$ cat src/rtl/wide_addsub_serial.sv
// wide_addsub_serial: multi-cycle wide adder/subtractor, CHUNK bits per cycle with a
// registered carry. Result is WIDTH+1 bits (carry out or sign in the top bit).
// Optional feature: define WIDE_ADDSUB_BACK2BACK_EN to accept a new request in DONE.
module wide_addsub_serial #(
   parameter int unsigned WIDTH = 513,
   parameter int unsigned CHUNK = 128
) (
   input  logic             clk,
   input  logic             resetn,
   input  logic             start,
   input  logic             subtract,
   input  logic [WIDTH-1:0] in_a,
   input  logic [WIDTH-1:0] in_b,
   output logic [WIDTH:0]   result,
   output logic             done,
   output logic             busy
);

   localparam int unsigned W1     = WIDTH + 1;
   localparam int unsigned NCHUNK = (W1 + CHUNK - 1) / CHUNK;
   localparam int unsigned PW     = NCHUNK * CHUNK;
   localparam int unsigned IW     = (NCHUNK > 1) ? $clog2(NCHUNK) : 1;
   localparam logic [IW-1:0] LastIdx = IW'(NCHUNK - 1);

   typedef enum logic [1:0] {StIdle, StRun, StDone} state_e;

   state_e                       state_q;
   logic [NCHUNK-1:0][CHUNK-1:0] a_q, b_q, work_q, work_nxt;
   logic [IW-1:0]                idx_q;
   logic                         carry_q;
   logic [CHUNK-1:0]             sum;
   logic                         carry_nxt;
   logic [PW-1:0]                a_load, b_load, work_flat;

   // Chunk adder, working-register merge and operand load values (padding bits stay zero)
   always_comb begin
      {carry_nxt, sum} = {1'b0, a_q[idx_q]} + {1'b0, b_q[idx_q]} + {{CHUNK{1'b0}}, carry_q};
      work_nxt         = work_q;
      work_nxt[idx_q]  = sum;
      work_flat        = work_nxt;
      a_load           = PW'(in_a);
      b_load           = PW'({1'b0, in_b} ^ {W1{subtract}});
   end

   // Control FSM with registered outputs; result only moves on entry to DONE
   always_ff @(posedge clk or negedge resetn) begin
      if (!resetn) begin
         state_q <= StIdle;
         idx_q   <= '0;
         carry_q <= 1'b0;
         a_q     <= '0;
         b_q     <= '0;
         work_q  <= '0;
         result  <= '0;
         done    <= 1'b0;
         busy    <= 1'b0;
      end else begin
         done <= 1'b0;
         case (state_q)
            StIdle: begin
               if (start) begin
                  a_q     <= a_load;
                  b_q     <= b_load;
                  carry_q <= subtract;
                  idx_q   <= '0;
                  busy    <= 1'b1;
                  state_q <= StRun;
               end
            end
            StRun: begin
               work_q  <= work_nxt;
               carry_q <= carry_nxt;
               if (idx_q == LastIdx) begin
                  result  <= work_flat[WIDTH:0];
                  done    <= 1'b1;
                  idx_q   <= '0;
                  state_q <= StDone;
               end else begin
                  idx_q <= idx_q + IW'(1);
               end
            end
            StDone: begin
`ifdef WIDE_ADDSUB_BACK2BACK_EN
               if (start) begin
                  a_q     <= a_load;
                  b_q     <= b_load;
                  carry_q <= subtract;
                  idx_q   <= '0;
                  state_q <= StRun;
               end else begin
                  busy    <= 1'b0;
                  state_q <= StIdle;
               end
`else
               busy    <= 1'b0;
               state_q <= StIdle;
`endif
            end
            default: begin
               busy    <= 1'b0;
               state_q <= StIdle;
            end
         endcase
      end
   end

endmodule
$ cat config.mk
export PLATFORM = sky130hd
export DESIGN_NAME = wide_addsub_serial
export DESIGN_NICKNAME = d
export VERILOG_FILES = /design/src/rtl/wide_addsub_serial.sv
export SDC_FILE = /design/constraint.sdc
export NUM_CORES = 2
export LEC_CHECK = 0
export BUFFER_PORTS_ARGS = -buffer_cell sky130_fd_sc_hd__clkbuf_2
export CORE_AREA = 5 5 593 595
export DETAILED_ROUTE_END_ITERATION = 12
export DIE_AREA = 0 0 598 600
export PLACE_DENSITY = 0.43
export SYNTH_ARGS = -nofsm -noshare
export SYNTH_HDL_FRONTEND = slang
export SYNTH_SLANG_ARGS = --single-unit
$ cat constraint.sdc
create_clock -name clk -period 6.25 [get_ports clk]
set_input_delay 1.25 -clock clk [delete_from_list [all_inputs] [get_ports clk]]
set_output_delay 1.25 -clock clk [all_outputs]
set_load 0.05 [all_outputs]
==> results by group <==
Status
  – Outcome: finished clean

GRT
  – GRT Total Usage: 25.6%
  – Vias in the first global route: 85400
  – First-pass GRT wire length: 661000 microns
  – Initial antenna violation count: 64
  – Total grt overflow: 0
  – Largest net degree at the start of global routing: 224

Die
  – Die area: 359000 sq um
  – Core Rows: 216
  – Die X-Extent: 598 microns
  – I/O pin cnt: 1546
  – Die height: 600 microns
  – Initial core utilization: 27.9%
  – Core area: 345000 sq um

Timing
  – Setup-failing EPs final: 0
  – Peak Freq: 0.163 GHz
  – Relative slew slack: 12.0%
  – Clk_skew: 0.0837 ns
  – Slew @ Worst Pin: 1.32 ns
  – Minimum clock period: 6.13 ns
  – Slew Limit Fails: 0
  – RSZ-0062 raised after global routing: false
  – Worst setup margin: 0.119 ns
  – Final hold violations: 0
  – Setup TNS: 0 ns
  – Tcrit/Tclk final: 98.1%

Final layout
  – # fillers: 36300
  – Share of layout cells above drive strength 1: 19.2%
  – Final core utilization: 34.3%
  – Area Overhead vs Synth: 22.6%
  – Nets: 13500
  – Cell Count, Final, Fillers Out: 17100

Place
  – I/O Buffers: 1545
  – Placer Congestion: 0.937
  – Placed wire-length estimate: 368000 microns
  – Placed cells: 16700
  – Post-place setup slack: -0.416 ns

Yosys
  – Sequential element share of the synthesized area: 53.5%
  – Top cells by area, synth: dfrtp_1 (53%), nand2_1 (17%), xnor2_1 (5.2%)
  – Synthesized instance count: 11000
  – EDFF count, synth: 0
  – Post-synth top area share: 53.5%
  – Top_reg_cell synth: dfrtp_1
  – Post-Syn Nets: 12200
  – #FFs+latches synth: 2063
  – Yosys warnings: 0
  – Synth area leader: dfrtp_1
  – Post-synthesis cell type count: 90
  – Syn Std Cell Area: 96500 sq um
  – Syn_area_per_cell: 8.75 sq um
  – Ys async rst share: 100%

Worst setup path
  – Data arrival, critical path: 6.98 ns
  – Max FO, Critical Path: 57
  – WP data required: 7.10 ns
  – Crit Path Class: reg2reg
  – CP startpoint kind: flip-flop
  – CP endpoint: work_q[95]$_DFFE_PN0P_
  – RR Startpoint: idx_q[0]$_DFFE_PN0P_
  – Crit end category: flip-flop
  – FF-to-FF path depth: 19
  – Critical R2R Capture: work_q[95]$_DFFE_PN0P_
  – Internal reg-to-reg setup slack: 0.12 ns
  – CP Launch Point: idx_q[0]$_DFFE_PN0P_

Hold path
  – Hold/Removal Path Class: in2async

CTS
  – Worst-skew pair later-pin latency: 0.95 ns
  – Inserted Clock Buffers: 240
  – Post-CTS Setup Repair Bufs: 0
  – Worst-path clk slew: 0.06 ns
  – CTS Hold Bufs: 0
  – Sink Count: 2063
  – CTS H-tree depth: 4
  – CTS tree: done
  – Clock root buffer: clkbuf_16
  – Max Root-Sink Buffers: 4

Drt
  – Antenna viol nets, final: 0
  – # DRC: 0
  – Vias: 85300
  – First-pass DRT Iterations: 7
  – Post-DR vias/cell: 4.98
  – Routed WL: 475000 microns
  – Routed len/inst: 27.7 microns
  – DR iter-0 viols: 7950

Job
  – Max_cap viols: 0
==> metal layers <==
layer | track usage, % | vias to the layer above | part of all wire, %
met4 | 10.8 | 2 | 4.9
met3 | 3.87 | 687 | 5.8
met5 | 0 | - | 0.0027
li1 | - | 39300 | -
met1 | 35.0 | 42300 | 44
met2 | 40.4 | 3058 | 45
==> cells in the mapped netlist (all sizes together), types with 61 or more instances <==
library cell and instances:
o21ai 1012, o21a 61, nand4 131, nand2 4331
nand3 84, clkbuf 703, buf 83, nor2 305
ha 129, xnor2 577, mux2 78, a22oi 512
a21oi 340, dfrtp 2063, nor3 68
==> cells by family (layout without fill, tap and decap cells) <==
kind of cell,after synthesis,count (layout),share of synthesized area (%)
fa+ha+maj,131,131,1.71
mux,87,87,1.00
flops,2063,2063,53.5
compound gates,2251,2251,14.3
xor+xnor,622,622,5.64
simple gates,5053,5053,20.6
other cells,0,36,0
buf+inv,825,2310,3.26
==> worst min-delay path by stage <==
stage	from	to	slack, ns	cells past startpoint
final	resetn	b_q[449]$_DFFE_PN0P_	0.40	1
after global routing	resetn	b_q[449]$_DFFE_PN0P_	0.39	1
after CTS	resetn	b_q[142]$_DFFE_PN0P_	0.38	1
after detailed placement	work_q[76]$_DFFE_PN0P_	result[76]$_DFFE_PN0P_	0.45	2
after global placement	work_q[36]$_DFFE_PN0P_	result[36]$_DFFE_PN0P_	0.45	2
after floorplan	work_q[36]$_DFFE_PN0P_	result[36]$_DFFE_PN0P_	0.43	2
==> worst max-delay path, stage by stage (launching register included) <==
cell	delay, ns
dfrtp_2	0.53
inv_1	0.19
nor3_2	0.39
buf_12	0.29
buf_12	0.32
a22oi_1	0.15
nand2_1	0.12
ha_1	0.22
buf_4	0.28
nand4_1	0.18
nand2b_1	0.21
nor3_1	0.55
and3_1	0.39
and2_1	0.21
a221oi_4	0.10
buf_4	0.20
nor3_1	0.48
nor2_1	0.16
xnor2_2	0.62
mux2_2	0.29
==> stage by stage <==
step                      hold WS (ns)  area (sq um)
after detailed placement         0.454        110000
after global routing             0.388        118000
final                            0.402        118000
after floorplan                  0.435         96500
after CTS                        0.379        118000
after global placement           0.447        110000
==> registers in the layout (all words and copies together), names as in the netlist <==
| signal | count |
|---|---|
| b_q | 514 |
| result | 514 |
| work_q | 514 |
| a_q | 513 |
| idx_q | 3 |
| state_q | 2 |
| busy | 1 |
| carry_q | 1 |
| done | 1 |
==> cell usage in the layout, fill, tap and decap left out, types with 241 or more instances in the layout <==
| cell | count |
|---|---|
| nand2_1 | 4326 |
| buf_4 | 246 |
| clkbuf_2 | 1543 |
| nor2_1 | 300 |
| a22oi_1 | 507 |
| o21ai_0 | 985 |
| xnor2_1 | 557 |
| clkbuf_16 | 241 |
| dfrtp_1 | 2061 |
| a21oi_1 | 337 |
==> timing repair <==
action / in CTS / in global routing
setup endpoints to repair: 58 / 22
pin swaps: 0 / 0
cloned: 0 / 0
gates resized for setup: 15 / 6
==> layout make-up <==
cell class                      count  area [sq um]  share of cell area, %
Clock inverter                     94          1210                   1.03
Timing Repair Buffer             1836         10500                   8.87
Tap cell                         4578          5730                   4.84
Sequential cell                  2063         51600                   43.6
Inverter                           39           154                  0.130
Antenna cell                       36          90.1                 0.0761
Clock buffer                      341          6910                   5.83
Multi-Input combinational cell   8144         42200                   35.6
Power is left out: the tool's default activity adds up to more than one toggle a clock period on the data nets, which glitch-free logic cannot reach.
